--- config.mk ---
export PLATFORM = sky130hd
export DESIGN_NAME = exu_dispatch
export DESIGN_NICKNAME = d
export VERILOG_FILES = /design/src/rtl/exu_dispatch_pkg.sv /design/src/rtl/exu_disp_op_dec.sv /design/src/rtl/exu_dispatch.sv
export SDC_FILE = /design/constraint.sdc
export NUM_CORES = 1
export LEC_CHECK = 0
export CORE_UTILIZATION = 41
export CTS_CLUSTER_DIAMETER = 60
export DETAILED_ROUTE_END_ITERATION = 16
export GPL_ROUTABILITY_DRIVEN = 0
export PLACE_DENSITY = 0.83
export SLEW_MARGIN = 10
export SYNTH_ARGS = -nofsm -noshare
export SYNTH_HDL_FRONTEND = slang
export SYNTH_SLANG_ARGS = --single-unit
--- constraint.sdc ---
create_clock -name clk -period 2.3 [get_ports clk]
set_clock_uncertainty 0.05 [all_clocks]
set_input_delay 0.345 -clock clk [delete_from_list [all_inputs] [get_ports clk]]
set_output_delay 0.345 -clock clk [all_outputs]
set_load 0.005 [all_outputs]
--- src/rtl/exu_dispatch_pkg.sv ---
// Shared codes and types for the EXU dispatch stage: the group encoding, the
// sub-op encodings for each group, and the one-hot op bus widths.
package exu_dispatch_pkg;

    // Instruction group as delivered by the IDU. Codes 5..7 are reserved.
    typedef enum logic [2:0] {
        GRP_NONE = 3'd0,
        GRP_ALU  = 3'd1,
        GRP_BJP  = 3'd2,
        GRP_MEM  = 3'd3,
        GRP_CSR  = 3'd4,
        GRP_RSV5 = 3'd5,
        GRP_RSV6 = 3'd6,
        GRP_RSV7 = 3'd7
    } exu_grp_e;

    // ALU sub-ops; the value is the bit position on alu_op_o.
    localparam logic [3:0] ALU_OP_ADD  = 4'd0;
    localparam logic [3:0] ALU_OP_SUB  = 4'd1;
    localparam logic [3:0] ALU_OP_SLL  = 4'd2;
    localparam logic [3:0] ALU_OP_SLT  = 4'd3;
    localparam logic [3:0] ALU_OP_SLTU = 4'd4;
    localparam logic [3:0] ALU_OP_XOR  = 4'd5;
    localparam logic [3:0] ALU_OP_SRL  = 4'd6;
    localparam logic [3:0] ALU_OP_SRA  = 4'd7;
    localparam logic [3:0] ALU_OP_OR   = 4'd8;
    localparam logic [3:0] ALU_OP_AND  = 4'd9;

    // BJP sub-ops; the value is the bit position on bjp_op_o.
    localparam logic [3:0] BJP_OP_BEQ  = 4'd0;
    localparam logic [3:0] BJP_OP_BNE  = 4'd1;
    localparam logic [3:0] BJP_OP_BLT  = 4'd2;
    localparam logic [3:0] BJP_OP_BLTU = 4'd3;
    localparam logic [3:0] BJP_OP_BGE  = 4'd4;
    localparam logic [3:0] BJP_OP_BGEU = 4'd5;
    localparam logic [3:0] BJP_OP_JUMP = 4'd6;

    // CSR sub-ops; the value is the bit position on csr_op_o.
    localparam logic [3:0] CSR_OP_CSRRW = 4'd0;
    localparam logic [3:0] CSR_OP_CSRRS = 4'd1;
    localparam logic [3:0] CSR_OP_CSRRC = 4'd2;

    // MEM has a single legal sub-op (address = op1 + op2).
    localparam logic [3:0] MEM_OP_ADDR = 4'd0;

    // Number of legal sub-ops per group, which is also each op bus width.
    localparam int ALU_OP_N = 10;
    localparam int BJP_OP_N = 7;
    localparam int CSR_OP_N = 3;

    // Full 16-way one-hot of a 4-bit sub-op; callers keep the low bits they
    // need, so out-of-range codes naturally decode to an all-zero bus.
    function automatic logic [15:0] op_onehot16(input logic [3:0] op);
        logic [15:0] oh;
        oh = 16'h0001 << op;
        return oh;
    endfunction

endpackage

--- src/rtl/exu_disp_op_dec.sv ---
// Combinational decode of the held dispatch entry into the group request
// strobes, one-hot op buses and the illegal-entry flag.
module exu_disp_op_dec
    import exu_dispatch_pkg::*;
(
    input  logic                vld_i,
    input  logic [2:0]          grp_i,
    input  logic [3:0]          op_i,
    output logic                req_alu_o,
    output logic                req_bjp_o,
    output logic                req_mem_o,
    output logic                req_csr_o,
    output logic [ALU_OP_N-1:0] alu_op_o,
    output logic [BJP_OP_N-1:0] bjp_op_o,
    output logic [CSR_OP_N-1:0] csr_op_o,
    output logic                illegal_o
);

    logic        illegal_s;
    logic [15:0] op_oh_s;
    exu_grp_e    grp_s;

    assign grp_s   = exu_grp_e'(grp_i);
    assign op_oh_s = op_onehot16(op_i);

    // Classify the entry: reserved/none group or a sub-op outside its group's range.
    always_comb begin
        illegal_s = 1'b1;
        case (grp_s)
            GRP_ALU: illegal_s = (op_i >= 4'd10);
            GRP_BJP: illegal_s = (op_i >= 4'd7);
            GRP_MEM: illegal_s = (op_i != MEM_OP_ADDR);
            GRP_CSR: illegal_s = (op_i >= 4'd3);
            default: illegal_s = 1'b1;
        endcase
    end

    // Drive exactly one request and only the active group's op bus; an idle or
    // illegal entry leaves every request low.
    always_comb begin
        req_alu_o = 1'b0;
        req_bjp_o = 1'b0;
        req_mem_o = 1'b0;
        req_csr_o = 1'b0;
        alu_op_o  = {ALU_OP_N{1'b0}};
        bjp_op_o  = {BJP_OP_N{1'b0}};
        csr_op_o  = {CSR_OP_N{1'b0}};
        illegal_o = vld_i & illegal_s;
        if (vld_i) begin
            case (grp_s)
                GRP_ALU: begin
                    req_alu_o = ~illegal_s;
                    alu_op_o  = op_oh_s[ALU_OP_N-1:0];
                end
                GRP_BJP: begin
                    req_bjp_o = ~illegal_s;
                    bjp_op_o  = op_oh_s[BJP_OP_N-1:0];
                end
                GRP_MEM: begin
                    req_mem_o = ~illegal_s;
                end
                GRP_CSR: begin
                    req_csr_o = ~illegal_s;
                    csr_op_o  = op_oh_s[CSR_OP_N-1:0];
                end
                default: begin
                    req_alu_o = 1'b0;
                end
            endcase
        end else begin
            illegal_o = 1'b0;
        end
    end

endmodule

--- src/rtl/exu_dispatch.sv ---
// EXU issue stage: a single-entry pipeline register between the IDU handshake
// and the EXU request interface, with flush, back-pressure and a retire counter.
module exu_dispatch
    import exu_dispatch_pkg::*;
#(
    parameter int XLEN  = 32,
    parameter int CNT_W = 32
) (
    input  logic                clk,
    input  logic                rst_n,
    input  logic                dec_valid_i,
    output logic                dec_ready_o,
    input  logic [2:0]          dec_grp_i,
    input  logic [3:0]          dec_op_i,
    input  logic [XLEN-1:0]     dec_op1_i,
    input  logic [XLEN-1:0]     dec_op2_i,
    input  logic [XLEN-1:0]     dec_jop1_i,
    input  logic [XLEN-1:0]     dec_jop2_i,
    input  logic                exe_ready_i,
    input  logic                flush_i,
    output logic                req_alu_o,
    output logic                req_bjp_o,
    output logic                req_mem_o,
    output logic                req_csr_o,
    output logic [ALU_OP_N-1:0] alu_op_o,
    output logic [BJP_OP_N-1:0] bjp_op_o,
    output logic [CSR_OP_N-1:0] csr_op_o,
    output logic [XLEN-1:0]     op1_o,
    output logic [XLEN-1:0]     op2_o,
    output logic [XLEN-1:0]     jop1_o,
    output logic [XLEN-1:0]     jop2_o,
    output logic                illegal_o,
    output logic [CNT_W-1:0]    retire_cnt_o
);

    logic             vld_q,  vld_d;
    logic [2:0]       grp_q,  grp_d;
    logic [3:0]       op_q,   op_d;
    logic [XLEN-1:0]  op1_q,  op1_d;
    logic [XLEN-1:0]  op2_q,  op2_d;
    logic [XLEN-1:0]  jop1_q, jop1_d;
    logic [XLEN-1:0]  jop2_q, jop2_d;
    logic [CNT_W-1:0] cnt_q,  cnt_d;

    logic accept_s;
    logic retire_s;

    // The slot frees up when empty, when the EXU drains it, or when it is flushed.
    assign dec_ready_o = ~vld_q | exe_ready_i | flush_i;
    assign accept_s    = dec_valid_i & dec_ready_o & ~flush_i;
    assign retire_s    = vld_q & exe_ready_i & ~flush_i;

    // Next-state for the entry: flush empties it, accept (re)loads it, retire alone empties it.
    always_comb begin
        vld_d  = vld_q;
        grp_d  = grp_q;
        op_d   = op_q;
        op1_d  = op1_q;
        op2_d  = op2_q;
        jop1_d = jop1_q;
        jop2_d = jop2_q;
        if (flush_i) begin
            vld_d = 1'b0;
        end else if (accept_s) begin
            vld_d  = 1'b1;
            grp_d  = dec_grp_i;
            op_d   = dec_op_i;
            op1_d  = dec_op1_i;
            op2_d  = dec_op2_i;
            jop1_d = dec_jop1_i;
            jop2_d = dec_jop2_i;
        end else if (retire_s) begin
            vld_d = 1'b0;
        end else begin
            vld_d = vld_q;
        end
    end

    // Retire counter advances once per drained entry and wraps at its width.
    always_comb begin
        cnt_d = cnt_q;
        if (retire_s) begin
            cnt_d = cnt_q + {{(CNT_W-1){1'b0}}, 1'b1};
        end else begin
            cnt_d = cnt_q;
        end
    end

    // Pipeline register and retire counter; operands are not cleared when the
    // entry empties, consumers qualify them with the request strobes.
    always_ff @(posedge clk or negedge rst_n) begin
        if (!rst_n) begin
            vld_q  <= 1'b0;
            grp_q  <= 3'd0;
            op_q   <= 4'd0;
            op1_q  <= {XLEN{1'b0}};
            op2_q  <= {XLEN{1'b0}};
            jop1_q <= {XLEN{1'b0}};
            jop2_q <= {XLEN{1'b0}};
            cnt_q  <= {CNT_W{1'b0}};
        end else begin
            vld_q  <= vld_d;
            grp_q  <= grp_d;
            op_q   <= op_d;
            op1_q  <= op1_d;
            op2_q  <= op2_d;
            jop1_q <= jop1_d;
            jop2_q <= jop2_d;
            cnt_q  <= cnt_d;
        end
    end

    assign op1_o        = op1_q;
    assign op2_o        = op2_q;
    assign jop1_o       = jop1_q;
    assign jop2_o       = jop2_q;
    assign retire_cnt_o = cnt_q;

    exu_disp_op_dec u_op_dec (
        .vld_i     (vld_q),
        .grp_i     (grp_q),
        .op_i      (op_q),
        .req_alu_o (req_alu_o),
        .req_bjp_o (req_bjp_o),
        .req_mem_o (req_mem_o),
        .req_csr_o (req_csr_o),
        .alu_op_o  (alu_op_o),
        .bjp_op_o  (bjp_op_o),
        .csr_op_o  (csr_op_o),
        .illegal_o (illegal_o)
    );

endmodule

==> results of run 1 <==
==> worst paths after layout <==
check	from	endpoint	slack, ns	cells after the start
worst max-delay path	op_q[2]$_DFFE_PN0P_	req_bjp_o	-0.22	8
worst min-delay path	rst_n	retire_cnt_o[23]$_DFFE_PN0P_	0.36	2
worst max register to register	vld_q$_DFFE_PN0P_	op2_o[0]$_DFFE_PN0P_	0.22	6
worst min register to register	jop1_o[24]$_DFFE_PN0P_	jop1_o[24]$_DFFE_PN0P_	0.44	1
max in group asynchronous	rst_n	vld_q$_DFFE_PN0P_	1.19	3
min in group clk	jop1_o[24]$_DFFE_PN0P_	jop1_o[24]$_DFFE_PN0P_	0.44	1
==> power by group through the flow <==
stage	clock, uW	combinational (uW)	sequential [uW]
final	2740	2130	3670
after global routing	2930	2250	3730
after CTS	2810	2080	3670
after detailed placement	0	1920	3720
after global placement	0	1860	3680
after floorplan	0	553	3700
==> state kept, by name, summed over array words and instances, names as in the netlist <==
| name | count |
|---|---|
| grp_q | 3 |
| op_q | 4 |
| op1_o | 32 |
| op2_o | 32 |
| vld_q | 1 |
| retire_cnt_o | 32 |
| jop2_o | 32 |
| jop1_o | 32 |
==> worst register-to-register path, cell delays in order (launching register included) <==
cell and delay (ns):
dfrtp_1 0.40, buf_4 0.16, or3b_1 0.16, nor3b_2 0.34, buf_4 0.24, buf_4 0.24, mux2_2 0.37
==> final cells by class <==
cell class,count,area (um2),share of cell area
clock buffer,20,457,0.0401
clock inverter,12,119,0.0104
inverter,8,30.0,0.00264
multi-input combinational,283,2650,0.233
sequential,168,4210,0.370
tap,216,270,0.0237
timing repair buffer,379,3650,0.320
==> per-stage QoR <==
step                power (uW)  setup TNS [ns]   util  instances
finish                    8530           -1.00  0.709       1086
floorplan                 4250               0      -        480
detailed placement        5640           -2.51  0.652       1026
CTS                       8560          -0.812  0.704       1082
global route              8910           -1.83  0.709       1086
global placement          5530         -0.0734  0.652       1026
==> cells in the mapped netlist (all sizes together), types with 4 or more instances <==
| cell type | count | area share |
|---|---|---|
| or3b | 4 | 0.0052 |
| buf | 16 | 0.012 |
| o21ai | 4 | 0.0029 |
| mux2 | 134 | 0.22 |
| xor2 | 11 | 0.014 |
| xnor2 | 20 | 0.026 |
| dfrtp | 168 | 0.62 |
| nand3 | 8 | 0.0059 |
| nor3 | 11 | 0.0096 |
| nand4 | 9 | 0.012 |
| nand2b | 5 | 0.0046 |
| nor2 | 35 | 0.019 |
| inv | 8 | 0.0044 |
| clkbuf | 5 | 0.0028 |
| nand2 | 16 | 0.0088 |
==> routing by layer <==
layer	vias to the layer above	track usage
met1	2649	0.237
met4	0	0.0947
met3	36	0.0753
met2	223	0.423
met5	-	0
li1	2424	-
==> timing repair <==
item	in CTS	in global routing
endpoints found under the hold margin	37	0
setup buffers	25	5
gates cloned	0	0
gates resized for setup	91	45
hold buffers	1	0
pin swaps	13	14
endpoints found under the setup margin	25	24
==> logic make-up after synthesis <==
kind of cell	Yosys count	synth area share
flops	168	0.619
mux	134	0.222
simple gates	108	0.0901
xor+xnor	31	0.0400
buf+inv	29	0.0188
compound gates	9	0.00847
fa+ha+maj	1	0.00184
==> flow_metrics.env, run 1 <==
export IMPL_nNetsFinal=998
export IMPL_setup_viol=11
export IMPL_grt_start_max_net_pins=73
export IMPL_drt_met1_wl_um=6970
export IMPL_cp_num_buf_inv=4
export IMPL_max_stage_delay_ns=0.43
export IMPL_path_max_fanout=5
export IMPL_drt_initial_drc_count=193
export IMPL_clock_latency_ns=0.42
export IMPL_vias_per_cell=4.91
export IMPL_crit_top_cell="buf_4"
export IMPL_min_period_over_period=1.10
export IMPL_max_freq_mhz=397
export IMPL_met2_length_um=10800
export IMPL_whs_ns=0.356
export IMPL_drc=0
export IMPL_fillers=1087
export IMPL_vias=5332
export IMPL_htree_levels=4
export IMPL_cts_tree="built"
export IMPL_ys_flop_type="dfrtp_1"
export IMPL_fin_ws_ns=-0.221
export IMPL_wl_met3_um=1400
export IMPL_powerDensity_mw_per_mm2=750
export IMPL_grt_ovfl_total=0
export IMPL_rows=46
export IMPL_drt_total_wl_um=19700
export IMPL_track_usage=0.229
export IMPL_crit_required_ns=1.90
export IMPL_p_clk_frac=0.321
export IMPL_synth_warnings=0
export IMPL_finalCriticalPeriod_ns=2.52
export IMPL_grt_pass1_wl_um=29200
export IMPL_power_frac_seq=0.430
export IMPL_slew_viol_final=0
export IMPL_rsz0062_at_grt="true"
export IMPL_area_growth_pct=67.6
export IMPL_synth_async_reset_ratio=1.00
export IMPL_clk_pin_slew_worst_paths_ns=0.07
export IMPL_power_frac_comb=0.249
export IMPL_slowest_stage="dfrtp_1"
export IMPL_synth_avg_cell_area_um2=14.2
export IMPL_highest_layer="met4"
export IMPL_cts_sinks=168
export IMPL_antenna_found_initial=0
export IMPL_clock_path_buffers=2
export IMPL_syn_cell_area_mm2=0.00679
export IMPL_drive_gt1_frac=0.315
export IMPL_initial_core_util=0.423
export IMPL_wire_per_inst_um=18.1
export IMPL_finalHoldViolCount=0
export IMPL_drtAntennaViolNets=0
export IMPL_syn_inst=480
export IMPL_ir_worst_vdd_mv=0.466
export IMPL_final_common_cell="clkdlybuf4s50_1"
export IMPL_hp_class="input port to asynchronous set/reset pin"
export IMPL_worstPathArrival_ns=2.13
export IMPL_power_leakage_uw=0.00483
export IMPL_cp_top_family="buffers and inverters"
export IMPL_numPortBuffers=325
export IMPL_worstSetupPathType="flip-flop to output port"
export IMPL_layout_common_cells="298 x clkdlybuf4s50_1, 166 x dfrtp_1, 125 x mux2_2"
export IMPL_dpl_worst_slack_ns=-0.163
export IMPL_io_pins=326
export IMPL_maxCapViolations=0
export IMPL_antennaDiodeCount=0
export IMPL_worstMarginPinSlew_ns=0.431
export IMPL_path_cells="buf_6 -> buf_4 -> nor3_1 -> o21a_1 -> o32ai_4 -> buf_4 -> nor2_2 -> buf_2"
export IMPL_worst_setup_path_end_kind="output port"
export IMPL_place_hpwl_um=14100
export IMPL_die_y_um=131
export IMPL_ys_ff_latch=168
export IMPL_violations="setup timing"
export IMPL_drtPass1Iterations=4
export IMPL_p_int_uw=6370
export IMPL_die_w_um=131
export IMPL_core_mm2=0.0161
export IMPL_cts_root_buf="clkbuf_16"
export IMPL_p_sw_frac=0.253
export IMPL_die_area_mm2=0.0171
export IMPL_ys_types=38
export IMPL_dpl_cell_area_mm2=0.0105
export IMPL_ys_seq_area_frac=0.619
export IMPL_outcome="complete, but fails checks"
export IMPL_synth_edf_count=0
export IMPL_max_slew_margin=0.712
export IMPL_synth_fp_nets=621
export IMPL_p_switching_uw=2160
export IMPL_final_cell_area_mm2=0.0114
export IMPL_grt_pass1_vias=5688
export IMPL_cts_made_buffers=17
export IMPL_startpoint_type="flip-flop"
No activity file was read; power rests on OpenSTA's default activity.
==> run 2, diff against run 1 <==
--- a/config.mk
+++ b/config.mk
@@ -5,6 +5,7 @@
 export SDC_FILE = /design/constraint.sdc
 export NUM_CORES = 1
 export LEC_CHECK = 0
+export CORE_MARGIN = 2
 export CORE_UTILIZATION = 41
 export CTS_CLUSTER_DIAMETER = 60
 export DETAILED_ROUTE_END_ITERATION = 16
==> constraint.sdc (replaced) <==
create_clock -name clk -period 2.36 [get_ports clk]
set_clock_uncertainty 0.05 [all_clocks]
set_input_delay 0.354 -clock clk [delete_from_list [all_inputs] [get_ports clk]]
set_output_delay 0.354 -clock clk [all_outputs]
set_load 0.005 [all_outputs]
==> run 2 against run 1 <==
Effect of this change:
- the flow still finishes with violations (setup timing)
- worst setup slack better by 0.049 ns
- sequential power down 3%
- sequential share of layout area up 0.21 points
- critical path depth down 3
- core utilization down 1.9 points
- via count down 0.45%
- routed wire length down 4.9%
- clock-buffer cell count down 1
- first-iteration DRC count up 4.7%
==> flow_metrics.env, run 2 (synthesized netlist as in run 1, its figures left out) <==
export IMPL_worstPathArrival_ns=2.13
export IMPL_numPortBuffers=325
export IMPL_grt_start_max_net_pins=63
export IMPL_setup_tns_ns=-0.748
export IMPL_rsz0062_at_grt="true"
export IMPL_startpoint_type="flip-flop"
export IMPL_power_leakage_uw=0.00482
export IMPL_clk_pin_slew_worst_paths_ns=0.06
export IMPL_dpl_cell_area_mm2=0.0105
export IMPL_drt_initial_drc_count=202
export IMPL_drive_gt1_frac=0.290
export IMPL_drtPass1Iterations=4
export IMPL_slew_viol_final=0
export IMPL_clock_path_buffers=2
export IMPL_worstSetupPathType="flip-flop to output port"
export IMPL_power_frac_seq=0.427
export IMPL_violations="setup timing"
export IMPL_die_y_um=133
export IMPL_drtAntennaViolNets=0
export IMPL_p_int_uw=6280
export IMPL_grt_pass1_vias=5697
export IMPL_p_switching_uw=2070
export IMPL_finalHoldViolCount=0
export IMPL_nNetsFinal=987
export IMPL_max_freq_mhz=395
export IMPL_initial_core_util=0.414
export IMPL_ir_worst_vdd_mv=0.630
export IMPL_final_util=0.690
export IMPL_cts_root_buf="clkbuf_16"
export IMPL_final_common_cell="clkdlybuf4s50_1"
export IMPL_grt_pass1_wl_um=29700
export IMPL_wire_per_inst_um=17.4
export IMPL_die_w_um=133
export IMPL_cts_sinks=168
export IMPL_outcome="complete, but fails checks"
export IMPL_final_cell_area_mm2=0.0113
export IMPL_power_frac_comb=0.241
export IMPL_cts_made_buffers=17
export IMPL_finalCriticalPeriod_ns=2.53
export IMPL_die_area_mm2=0.0176
export IMPL_io_pins=326
export IMPL_layout_common_cells="300 x clkdlybuf4s50_1, 167 x dfrtp_1, 125 x mux2_2"
export IMPL_fin_ws_ns=-0.172
export IMPL_vias_per_cell=4.92
export IMPL_place_hpwl_um=14100
export IMPL_drt_total_wl_um=18700
export IMPL_area_growth_pct=66.5
export IMPL_antenna_found_initial=0
export IMPL_hp_class="flip-flop to flip-flop"
export IMPL_track_usage=0.214
export IMPL_crit_required_ns=1.96
export IMPL_worstMarginPinSlew_ns=0.594
export IMPL_htree_levels=4
export IMPL_maxCapViolations=0
export IMPL_dpl_worst_slack_ns=-0.161
export IMPL_drc=0
export IMPL_p_sw_frac=0.248
export IMPL_antennaDiodeCount=0
export IMPL_setup_viol=8
export IMPL_vias=5308
export IMPL_clock_latency_ns=0.41
export IMPL_whs_ns=0.437
export IMPL_min_period_over_period=1.07
export IMPL_rows=47
export IMPL_p_clk_frac=0.332
export IMPL_powerDensity_mw_per_mm2=738
export IMPL_core_mm2=0.0164
export IMPL_grt_ovfl_total=0
export IMPL_cts_tree="built"
export IMPL_worst_setup_path_end_kind="output port"
export IMPL_path_max_fanout=8
export IMPL_max_slew_margin=0.604
run 2: cell count changes in the layout (fill, tap and decap cells not counted), moves of 2 or more:
cell,before,now
buf_2,12,9
buf_4,39,31
clkinvlp_4,6,3
buf_6,13,9
nor3_4,2,0
dlygate4sd2_1,2,8
clkbuf_2,9,2
clkdlybuf4s50_1,298,300
clkinv_2,0,3
nor2_4,4,2
clkdlybuf4s15_1,0,2
run 2: cell type report:
class                           instances  area (um2)
Clock buffer                           19         453
Sequential cell                       168        4210
Tap cell                              220         275
Fill cell                            1122        5090
Multi-Input combinational cell        283        2610
Clock inverter                         13         144
Inverter                                8        30.0
Timing Repair Buffer                  368        3600
run 2: timing repair:
| action | CTS | global route |
|---|---|---|
| pin swaps | 6 | 6 |
| setup buffers | 6 | 3 |
| hold endpoints to repair | 58 | 0 |
| resized for setup | 63 | 35 |
| hold buffers | 1 | 0 |
| cloned | 0 | 0 |
| setup endpoints to repair | 25 | 19 |
run 2: worst max-delay path, stage by stage (launching register included):
cell,delay (ns)
dfrtp_1,0.41
buf_4,0.19
nand2b_4,0.17
or3_4,0.34
nor2_1,0.09
clkdlybuf4s50_1,0.50
run 2: power by group through the flow:
stage          registers, uW  clock network [uW]  logic, uW
2_1_floorplan           3610                   0        539
3_3_place_gp            3580                   0       1860
3_5_place_dp            3610                   0       1910
4_1_cts                 3560                2840       1990
5_1_grt                 3620                2960       2140
6_report                3560                2780       2010
run 2: through the flow:
stage / total power [uW] / std cells
floorplan: 4140 / 480
global placement: 5440 / 1037
detailed placement: 5520 / 1037
CTS: 8390 / 1076
global route: 8720 / 1079
finish: 8360 / 1079
run 2: per-layer routing:
layer	track usage	vias to the layer above	part of all wire
li1	-	2402	-
met1	0.238	2661	0.37
met2	0.379	206	0.53
met3	0.0709	39	0.072
met4	0.0824	0	0.027
met5	0	-	0
run 2: worst paths after layout:
| kind | start | to | depth (start not counted) | slack [ns] |
|---|---|---|---|---|
| worst max-delay path | op_q[0]$_DFFE_PN0P_ | csr_op_o[2] | 5 | -0.17 |
| worst min-delay path | jop1_o[25]$_DFFE_PN0P_ | jop1_o[25]$_DFFE_PN0P_ | 1 | 0.44 |
| worst max register to register | vld_q$_DFFE_PN0P_ | jop2_o[19]$_DFFE_PN0P_ | 6 | 0.25 |
| worst min register to register | jop1_o[25]$_DFFE_PN0P_ | jop1_o[25]$_DFFE_PN0P_ | 1 | 0.44 |
| max in group asynchronous | rst_n | jop1_o[23]$_DFFE_PN0P_ | 3 | 1.05 |
| min in group asynchronous | rst_n | jop1_o[7]$_DFFE_PN0P_ | 2 | 0.45 |
